**src/rtl/uart_pkg.sv**
```systemverilog
// Shared constants for the UART receive path: FSM encodings, bit-timing points, parity sense.
// Optional build macro UART_RX_MAJORITY_EN selects 3-sample majority voting in uart_rx_sampler.
package uart_pkg;

  localparam logic [2:0] IDLE   = 3'd0;
  localparam logic [2:0] START  = 3'd1;
  localparam logic [2:0] DATA   = 3'd2;
  localparam logic [2:0] PARITY = 3'd3;
  localparam logic [2:0] STOP   = 3'd4;

  localparam int OVERSAMPLE_DEF = 16;
  localparam int MID_SAMPLE     = 7;

  // XOR of data bits and parity bit for a clean even-parity frame
  localparam logic PARITY_EVEN = 1'b0;

  function automatic logic maj3(input logic [2:0] v);
    return (v[0] & v[1]) | (v[0] & v[2]) | (v[1] & v[2]);
  endfunction

endpackage

```
**src/rtl/uart_rx_sampler.sv**
```systemverilog
// Line conditioning for the UART receiver: 2-flop synchronizer and the per-bit decision strobe.
// With UART_RX_MAJORITY_EN the bit value is the majority of ticks 6/7/8, decided at tick 8.
module uart_rx_sampler
  import uart_pkg::*;
#(
  parameter int TICK_W = 4
) (
  input  logic              clk,
  input  logic              reset,
  input  logic              sample_enable,
  input  logic [TICK_W-1:0] tick,
  input  logic              rxd,
  output logic              rxd_s,
  output logic              bit_val,
  output logic              bit_stb
);

  logic rxd_meta;

  // Flops reset to the idle line level so a reset never looks like a start bit
  always_ff @(posedge clk or posedge reset) begin
    if (reset) begin
      rxd_meta <= 1'b1;
      rxd_s    <= 1'b1;
    end else begin
      rxd_meta <= rxd;
      rxd_s    <= rxd_meta;
    end
  end

`ifdef UART_RX_MAJORITY_EN
  logic [1:0] early_q;

  // Holds the tick-6 and tick-7 samples; the tick-8 sample is the live rxd_s
  always_ff @(posedge clk or posedge reset) begin
    if (reset) begin
      early_q <= 2'b11;
    end else if (sample_enable &&
                 ((tick == TICK_W'(MID_SAMPLE - 1)) || (tick == TICK_W'(MID_SAMPLE)))) begin
      early_q <= {early_q[0], rxd_s};
    end
  end

  assign bit_val = maj3({early_q, rxd_s});
  assign bit_stb = sample_enable && (tick == TICK_W'(MID_SAMPLE + 1));
`else
  assign bit_val = rxd_s;
  assign bit_stb = sample_enable && (tick == TICK_W'(MID_SAMPLE));
`endif

endmodule

```
**src/rtl/uart_receiver.sv**
```systemverilog
// UART receive stage: start, DATA_BITS data (LSB first), even parity, stop; 16x oversampled.
// Build macro UART_RX_MAJORITY_EN enables majority-of-three bit sampling (see uart_rx_sampler).
module uart_receiver
  import uart_pkg::*;
#(
  parameter int DATA_BITS  = 8,
  parameter int OVERSAMPLE = OVERSAMPLE_DEF
) (
  input  logic                 clk,
  input  logic                 reset,
  input  logic                 sample_ENABLE,
  input  logic                 rx_en,
  input  logic                 rxd,
  output logic [DATA_BITS-1:0] rx_data,
  output logic                 rx_valid,
  output logic                 rx_perror,
  output logic                 rx_ferror
);

  localparam int TICK_W = $clog2(OVERSAMPLE);
  localparam int CNT_W  = (DATA_BITS > 1) ? $clog2(DATA_BITS) : 1;
  localparam logic [TICK_W-1:0] LAST_TICK = TICK_W'(OVERSAMPLE - 1);
  localparam logic [CNT_W-1:0]  LAST_BIT  = CNT_W'(DATA_BITS - 1);

  logic [2:0]           state;
  logic [TICK_W-1:0]    tick;
  logic [CNT_W-1:0]     bit_cnt;
  logic [DATA_BITS-1:0] shreg;
  logic                 par_bit;
  logic                 rxd_s;
  logic                 bit_val;
  logic                 bit_stb;

  uart_rx_sampler #(
    .TICK_W(TICK_W)
  ) u_sampler (
    .clk          (clk),
    .reset        (reset),
    .sample_enable(sample_ENABLE),
    .tick         (tick),
    .rxd          (rxd),
    .rxd_s        (rxd_s),
    .bit_val      (bit_val),
    .bit_stb      (bit_stb)
  );

  always_ff @(posedge clk or posedge reset) begin
    if (reset) begin
      state     <= IDLE;
      tick      <= '0;
      bit_cnt   <= '0;
      shreg     <= '0;
      par_bit   <= 1'b0;
      rx_data   <= '0;
      rx_valid  <= 1'b0;
      rx_perror <= 1'b0;
      rx_ferror <= 1'b0;
    end else begin
      rx_valid <= 1'b0;
      if (!rx_en) begin
        state   <= IDLE;
        tick    <= '0;
        bit_cnt <= '0;
      end else if (sample_ENABLE) begin
        tick <= tick + 1'b1;
        case (state)
          IDLE: begin
            tick    <= '0;
            bit_cnt <= '0;
            if (!rxd_s) state <= START;
          end
          START: begin
            if (bit_stb && bit_val) state <= IDLE;
            else if (tick == LAST_TICK) state <= DATA;
          end
          DATA: begin
            if (bit_stb) shreg <= {bit_val, shreg[DATA_BITS-1:1]};
            if (tick == LAST_TICK) begin
              if (bit_cnt == LAST_BIT) state <= PARITY;
              else bit_cnt <= bit_cnt + 1'b1;
            end
          end
          PARITY: begin
            if (bit_stb) par_bit <= bit_val;
            if (tick == LAST_TICK) state <= STOP;
          end
          // Deliver at the stop mid-bit and leave at once so a back-to-back start is caught
          STOP: begin
            if (bit_stb) begin
              rx_data   <= shreg;
              rx_perror <= ((^shreg) ^ par_bit) != PARITY_EVEN;
              rx_ferror <= ~bit_val;
              rx_valid  <= 1'b1;
              state     <= IDLE;
            end
          end
          default: state <= IDLE;
        endcase
      end
    end
  end

endmodule

```
**config.mk**
```make
export PLATFORM = sky130hd
export DESIGN_NAME = uart_receiver
export DESIGN_NICKNAME = d
export VERILOG_FILES = /design/src/rtl/uart_pkg.sv /design/src/rtl/uart_rx_sampler.sv /design/src/rtl/uart_receiver.sv
export SDC_FILE = /design/constraint.sdc
export NUM_CORES = 1
export LEC_CHECK = 0
export ABC_AREA = 1
export ABC_CLOCK_PERIOD_IN_PS = 1480
export CORE_ASPECT_RATIO = 0.7
export CORE_MARGIN = 4
export CORE_UTILIZATION = 50
export CTS_CLUSTER_DIAMETER = 60
export DETAILED_ROUTE_END_ITERATION = 6
export PLACE_DENSITY = 0.71
export SYNTH_ARGS = -nofsm -noshare
export SYNTH_HDL_FRONTEND = slang
export SYNTH_SLANG_ARGS = --single-unit
```
**constraint.sdc**
```tcl
create_clock -name clk -period 1.48 [get_ports clk]
set_input_delay 0.222 -clock clk [delete_from_list [all_inputs] [get_ports clk]]
set_output_delay 0.222 -clock clk [all_outputs]
set_load 0.005 [all_outputs]
```
Yosys cells after proc, flatten, opt, wreduce, memory -nomap -nowiden. Cells that the tools add are included.

Logic and storage cells: 62. Flip-flop bits (word level): 32. Output and inout port bits: 11. Input port bits: 5.

Muxes and demuxes: 22. $add $sub $neg: 2. Bitwise operators: 2. Eq/ne operators: 16. Reductions and logical operators: 9.

Operators with widths (count): $mux 3 (13); $ne 3x3->1 const B (6); $reduce_and 4->1 (4); $pmux 3 s5 (1); $mux 4 (3); $reduce_xor 8->1 (1); $reduce_and 7->1 (1); $eq 3x2->1 const B (2); $eq 3x3->1 const B (2); $pmux 3 s2 (1); $add 4x1->4 const B (1); $eq 4x3->1 const B (1); $eq 4x4->1 const B (1); $mux 1 (4); $ne 4x4->1 const B (1); $add 3x1->3 const B (1); $eq 3x1->1 const B (1); $logic_not 3->1 (1); $ne 3x1->1 const B (1); $logic_and 1x1->1 (2); $ne 2x2->1 const B (1); $not 1->1 (1); $xor 1x1->1 (1).

Logic depth before layout (Yosys ltp). Gate-level depths: netlist (run 1).

Depth in word-level cells: 7. Depth in mapped cells: 10.

By module. From an unflattened synthesis (run 1), not the netlist that was laid out.

Cell total of the unflattened synthesis: 188. Area total of the unflattened synthesis: 1614.0 µm².

By module, submodules not included: uart_receiver (area an instance 1526.5 µm², cells an instance 180, instances 1); uart_rx_sampler (area an instance 87.6 µm², cells an instance 8, instances 1).

Worst setup path before layout (run 1). OpenSTA, ideal clock, no wires.

Path type: reg-to-reg. Start: register tick[0]. End: register rx_data[7]. Required time: 1362 ps. Path buffers: 1. Data arrival time: 1217 ps. Setup slack: 145 ps. Stages on the path, launching flop included: 10. Cells stage by stage: dfrtp_1 ha_1 nand2_2 inv_2 nand2_4 nor2_8 nand2_4 buf_6 nand2_2 o21ai_2.

Word-level cells in the longest chain between the ends: 3.

Ends and longest elaborated chain: start, declared (line uart_receiver.sv:26) `logic [TICK_W-1:0] tick;`; start signal, assigned (line uart_receiver.sv:65) `tick <= tick + 1'b1;`; $eq 4x3->1 (line uart_rx_sampler.sv:48) `assign bit_stb = sample_enable && (tick == TICK_W'(MID_SAMPLE));`; $logic_and 1x1->1 (line uart_rx_sampler.sv:48); $reduce_and 4->1 (no line); end signal, assigned (line uart_receiver.sv:90) `rx_data <= shreg;`; end, declared (line uart_receiver.sv:14) `output logic [DATA_BITS-1:0] rx_data,`.

No other way between the ends. A chain may end at the register's enable or synchronous reset.

Final worst setup path (run 1).
Start: register bit_cnt[0]. End: register state[1].

Word-level cells in the longest chain between the ends: 3.

Ends and longest elaborated chain: start, declared (line uart_receiver.sv:27) `logic [CNT_W-1:0] bit_cnt;`; start signal, assigned (line uart_receiver.sv:80) `else bit_cnt <= bit_cnt + 1'b1;`; $eq 3x3->1 (line uart_receiver.sv:79) `if (bit_cnt == LAST_BIT) state <= PARITY;`; $ne 3x3->1 (no line); $reduce_and 7->1 (no line); end signal, assigned (line uart_receiver.sv:74) `else if (tick == LAST_TICK) state <= DATA;`; end signal, assigned (line uart_receiver.sv:79); end signal, assigned (line uart_receiver.sv:85) `if (tick == LAST_TICK) state <= STOP;`; end, declared (line uart_receiver.sv:25) `logic [2:0] state;`.

No other way between the ends.

==> results of run 1 <==
==> worst max-delay path by stage <==
stage | endpoint | slack [ns] | start
after floorplan | rx_data[7]$_DFFE_PP0P_ | 0.15 | tick[0]$_DFFE_PP0N_
after global placement | rx_perror$_DFFE_PP0P_ | -0.11 | sample_ENABLE
after detailed placement | rx_perror$_DFFE_PP0P_ | -0.16 | sample_ENABLE
after CTS | bit_cnt[0]$_DFFE_PP0P_ | 0.04 | bit_cnt[0]$_DFFE_PP0P_
after global routing | state[0]$_DFFE_PP0P_ | -0.05 | bit_cnt[0]$_DFFE_PP0P_
final | state[1]$_DFFE_PP0P_ | 0.02 | bit_cnt[0]$_DFFE_PP0P_
==> placed cells by master (no fill, tap or decap), types with 5 or more instances in the layout <==
| cell type | Yosys | routed |
|---|---|---|
| nand2_1 | 61 | 61 |
| dfrtp_1 | 30 | 30 |
| inv_1 | 23 | 23 |
| o21ai_2 | 16 | 16 |
| nand3_1 | 17 | 16 |
| clkdlybuf4s50_1 | 0 | 15 |
| nor2_1 | 10 | 10 |
| buf_4 | 0 | 9 |
| nand2_2 | 6 | 6 |
| clkbuf_8 | 0 | 5 |
==> stage by stage <==
stage / hold WS [ns] / power [mW] / utilization
2_1_floorplan: 0.2265 / 1.324 / -
5_1_grt: 0.3114 / 2.262 / 0.6584
3_5_place_dp: 0.3478 / 1.470 / 0.6147
3_3_place_gp: 0.3504 / 1.448 / 0.6147
4_1_cts: 0.2946 / 2.116 / 0.6428
6_report: 0.2853 / 2.127 / 0.6584
==> power by group <==
part           total, mW  switching [mW]  internal [mW]
registers          0.987          0.0633          0.923
clock network      0.629           0.300          0.329
logic              0.512           0.314          0.198
total               2.13           0.677           1.45
==> state kept, by name, indices dropped and copies added (netlist names) <==
register            flops
rx_valid                1
state                   3
shreg                   8
u_sampler.rxd_meta      1
par_bit                 1
rx_perror               1
rx_data                 8
tick                    4
bit_cnt                 3
u_sampler.bit_val       1
rx_ferror               1
==> final cells by class <==
cell class	count	area, um^2	area share
well taps	47	58.81	0.02781
flip-flops and latches	32	803.3	0.3799
multi-input cells	140	825.8	0.3905
clock buffers	7	76.32	0.03609
repair buffers	25	237.7	0.1124
inverters	28	107.6	0.05089
clock inverters	1	5.005	0.002367
==> timing repair <==
item | in CTS | in global routing
setup buffers | 0 | 1
hold buffers | 0 | 0
setup endpoints to repair | 1 | 16
resized for setup | 1 | 10
pin swaps | 0 | 8
==> logic make-up after synthesis <==
logic type,Yosys count,synth area share
DFF,32,0.4690
buffers and inverters,31,0.07742
xor gates and xnor gates,3,0.01534
adders and majority gates,3,0.02192
and+or+nand+nor,107,0.2988
AOI/OAI and AO/OA,27,0.1176
==> critical path, stage by stage (launching register included) <==
cell     delay [ns]
dfrtp_1        0.37
ha_2           0.21
ha_4           0.14
nand4_1        0.15
a21oi_2        0.18
nand2_1        0.07
nand2_1        0.11
nand3_1        0.10
nand2_1        0.07
==> per-layer routing <==
layer | vias to the layer above | track usage | part of all wire
li1 | 702 | - | -
met1 | 604 | 0.2305 | 0.51
met2 | 29 | 0.2463 | 0.43
met3 | 7 | 0.04890 | 0.043
met4 | 0 | 0.05985 | 0.013
met5 | - | 0 | 0
==> impl_metrics.csv, run 1 <==
group,metric,value,unit
route,first_pass_iters,4,
timing,finClkSkew,0.008762,ns
timing,worstMarginPinSlew,0.2896,ns
flow_run,maxCapViolations,0,
logic_synthesis,ys_ff_latch,32,
global_route,grt_usage,0.1652,
critical_path,critPathArrivalTime,1.68,ns
critical_path,cp_max_fo,3,
route,wirelength,3.338,mm
logic_synthesis,syn_area,1713,um^2
logic_synthesis,yosysWarnings,0,
timing,rsz0062_at_grt,"yes",
route,wl_per_cell,11.92,um
route,ant_nets,0,
global_route,grt_max_degree,33,
placed_design,gp_congestion,0.9018,
logic_synthesis,synth.top_cells.by_area,"dfrtp_1 44%, nand2_1 13%, o21ai_2 8.2%",
logic_synthesis,syn_inst,203,
floorplan,num_rows,17,
global_route,antenna_found_initial,0,
finish,final_area,2115,um^2
finish,fill_cells,267,
global_route,grt_pass1_wl,5.754,mm
timing,fin_crit,1.464,ns
route,vias,1342,
route,drt_iter0_markers,69,
global_route,globalRouteOverflowTotal,0,
placed_design,port_buffers,15,
logic_synthesis,ys_top_cells_by_count,"61 x nand2_1, 30 x dfrtp_1, 23 x inv_1, 17 x nand3_1, 16 x o21ai_2",
placed_design,dp_slack,-0.1574,ns
timing,fin_crit_sh,0.9890,
critical_path,cp.required,1.70,ns
timing,drv_slew,0,
power_and_ir_drop,power_leakage,1.030,nW
timing,slew-limit-headroom,0.8053,
critical_path,cp-end-kind,"register",
timing,hold_violations,0,
timing,setup_viol,0,
route,drc,0,
global_route,grt_pass1_vias,1308,
finish,drive_above_1_share,0.2575,
placed_design,placed_cells,271,
clock_tree,root_buffer,"clkbuf_8",
clock_tree,clk_path_buf_depth,2,
worst_hold_path,hold_path.class,"in -> async",
floorplan,ios,16,
logic_synthesis,ys.flop_type,"dfrtp_1",
floorplan,design.die.area,4441,um^2
clock_tree,numClockSinks,32,
critical_path,crit-reg2reg-launch,"bit_cnt[0]$_DFFE_PP0P_",
power_and_ir_drop,p_per_area,1006,nW/um^2
critical_path,startpoint_type,"register",
route,via_per_inst,4.793,
floorplan,die_x,77.96,um
timing,fmax,683.2,MHz
floorplan,die_y,56.97,um
finish,instances_no_fill,280,
clock_tree,clk_latency,0.28,ns
clock_tree,cts_tree,"built",
logic_synthesis,avgSynthCellArea,8.438,um^2
logic_synthesis,synth_top_area_cell,"dfrtp_1",
floorplan,start_util,0.5333,
finish,finish.net_count,240,
critical_path,setup.worst_path.class,"reg -> reg",
logic_synthesis,netlist.area_leader.share,0.4383,
logic_synthesis,synth_most_common_cell,"nand2_1",
logic_synthesis,async_flop_share,1.000,
finish,area_growth_syn_to_layout,23.45,%
clock_tree,clkTransAtPathRegs,0.07,ns
logic_synthesis,synth.distinct_cells,30,
placed_design,place_area,1974,um^2
placed_design,hpwl,2.454,mm
clock_tree,h-tree-depth,2,
finish,antenna_cells,0,
clock_tree,cts_inserted_buffers,5,
critical_path,r2r.worst_path.cells,8,
power_and_ir_drop,vdd_drop_max,616.8,uV
critical_path,rr_endpoint,"state[1]$_DFFE_PP0P_",
timing,setup_tns,0,ns
critical_path,reg2reg_slack,0.02,ns
logic_synthesis,synth_fp_nets,211,
logic_synthesis,synth_edf_count,0,
status,run_status,"finished, final reports clean",
floorplan,core_area,3212,um^2
timing,final.setup.worst_slack,0.01630,ns
logic_synthesis,ys_seq_area_frac,0.4690,
Note: power is estimated with default switching activity, not from simulation.
==> run 2, diff against run 1 <==
Settings changed: ABC_CLOCK_PERIOD_IN_PS 1480 to 1700.
Clock period 1.48 ns to 1.7 ns, I/O delays scaled along.
==> impl_metrics.csv, run 2 (synthesis gave the netlist of run 1 again) <==
group,metric,value,unit
critical_path,r2r.worst_path.cells,9,
timing,fin_crit,1.529,ns
timing,slew-limit-headroom,0.7348,
timing,setup_viol,0,
clock_tree,numClockSinks,32,
timing,hold_violations,0,
clock_tree,clk_latency,0.27,ns
global_route,grt_usage,0.1601,
global_route,globalRouteOverflowTotal,0,
power_and_ir_drop,power_leakage,1.011,nW
route,wirelength,3.233,mm
finish,final_cell_mix,"61 x nand2_1, 30 x dfrtp_1, 23 x inv_1",
critical_path,crit_path_start,"tick[0]$_DFFE_PP0N_",
critical_path,critPathArrivalTime,1.70,ns
critical_path,slowest_stage,"dfrtp_1",
floorplan,core_area,3212,um^2
worst_hold_path,whs_path_depth,0,
route,via_per_inst,4.901,
placed_design,gp_congestion,0.8874,
critical_path,startpoint_type,"register",
route,vias,1333,
worst_hold_path,hold_path.class,"reg -> reg",
status,run_status,"finished, final reports clean",
global_route,grt_pass1_wl,5.644,mm
critical_path,crit-reg2reg-launch,"tick[0]$_DFFE_PP0N_",
placed_design,hpwl,2.432,mm
finish,finish.net_count,233,
power_and_ir_drop,vdd_drop_max,552.3,uV
clock_tree,clk_path_buf_depth,2,
clock_tree,cts_tree,"built",
clock_tree,clkTransAtPathRegs,0.06,ns
critical_path,cp_num_cells,9,
timing,finClkSkew,0.002201,ns
finish,antenna_cells,0,
floorplan,ios,16,
critical_path,cp_max_fo,18,
timing,fin_crit_sh,0.8996,
power_and_ir_drop,swShare,0.3184,
critical_path,setup.worst_path.class,"reg -> reg",
critical_path,slowest_delay,0.41,ns
timing,worstMarginPinSlew,0.3978,ns
power_and_ir_drop,switching_power,0.5638,mW
clock_tree,cts_setup_buffers,0,
placed_design,port_buffers,15,
clock_tree,cts-hold-fix-buffers,0,
clock_tree,cts_resized,0,
critical_path,path_cells,"ha_1 > nand2_2 > inv_2 > nand2_4 > nor2_8 > nand2_4 > clkinv_1 > nand2_1 > nand2_1",
floorplan,start_util,0.5333,
route,drt_iter0_markers,75,
power_and_ir_drop,power_frac_comb,0.210,
finish,drive_above_1_share,0.2044,
floorplan,num_rows,17,
finish,area_growth_syn_to_layout,16.44,%
critical_path,critPathBufInv,2,
route,ant_nets,0,
power_and_ir_drop,sequentialPowerShare,0.488,
worst_hold_path,min_from,"u_sampler.rxd_meta$_DFF_PP1_",
global_route,antenna_found_initial,0,
clock_tree,root_buffer,"clkbuf_8",
critical_path,cp.required,1.87,ns
power_and_ir_drop,p_per_area,888.0,nW/um^2
floorplan,die_x,77.96,um
power_and_ir_drop,p_int,1.207,mW
route,wl_per_cell,11.89,um
timing,drv_slew,0,
finish,final_common_cell,"nand2_1",
clock_tree,h-tree-depth,2,
critical_path,path_delay_family,"simple AND/OR/NAND/NOR gates",
global_route,grt_pass1_vias,1300,
finish,final_util,0.6210,
critical_path,cp-end-kind,"register",
timing,fmax,653.9,MHz
route,drc,0,
floorplan,design.die.area,4441,um^2
power_and_ir_drop,clkPwrFrac,0.302,
flow_run,maxCapViolations,0,
finish,largestRegisters,"rx_data (8), shreg (8), tick (4)",
timing,setup_tns,0,ns
global_route,grt_max_degree,33,
floorplan,die_y,56.97,um
route,first_pass_iters,4,
timing,rsz0062_at_grt,"no",
clock_tree,cts_inserted_buffers,5,
## run 2: changes by cell type in the layout (fill, tap and decap cells not counted), sizes merged
cell    previous run  this run
buf               10         3
clkbuf             7         6
## run 2: power by group through the flow
| stage | Combinational [mW] | Clock (mW) | Sequential (mW) |
|---|---|---|---|
| 2_1_floorplan | 0.292 | 0 | 0.861 |
| 3_3_place_gp | 0.358 | 0 | 0.868 |
| 3_5_place_dp | 0.373 | 0 | 0.875 |
| 4_1_cts | 0.374 | 0.546 | 0.862 |
| 5_1_grt | 0.426 | 0.586 | 0.872 |
| 6_report | 0.372 | 0.535 | 0.864 |
## run 2: per-stage QoR
step	total power [mW]	instances	hold slack (ns)	worst slack (ns)	area (um^2)
after floorplan	1.153	203	0.2595	0.3651	1713
after global placement	1.227	265	0.3502	0.03003	1917
after detailed placement	1.248	265	0.3481	0.007451	1917
after CTS	1.783	272	0.3604	0.1549	1994
after global routing	1.884	272	0.3649	0.01072	1994
final	1.771	272	0.3602	0.1708	1994
## run 2: path summary, 6_finish.rpt
path                                                    end  slack [ns]
min in group asynchronous            rx_data[2]$_DFFE_PP0P_        0.38
max in group asynchronous       u_sampler.bit_val$_DFF_PP1_        1.00
worst min register to register  u_sampler.bit_val$_DFF_PP1_        0.36
worst max register to register       rx_data[0]$_DFFE_PP0P_        0.17
worst min-delay path            u_sampler.bit_val$_DFF_PP1_        0.36
worst max-delay path                 rx_data[0]$_DFFE_PP0P_        0.17
## run 2: routing by layer
layer | wire, um | global-route usage | vias to the layer above
met2 | 1418 | 0.2402 | 29
met1 | 1641 | 0.2200 | 617
met3 | 161 | 0.04890 | 2
met4 | 12 | 0.05985 | 0
li1 | - | - | 685
met5 | 0 | 0 | -
## run 2: final cells by class
class                      count  area, um^2
clock buffer                   6       72.57
clock inverter                 1       5.005
fill                         281        1217
inverter                      28       105.1
multi-input combinational    140       777.0
sequential                    32       803.3
tap                           47       58.81
timing repair buffer          18       172.7
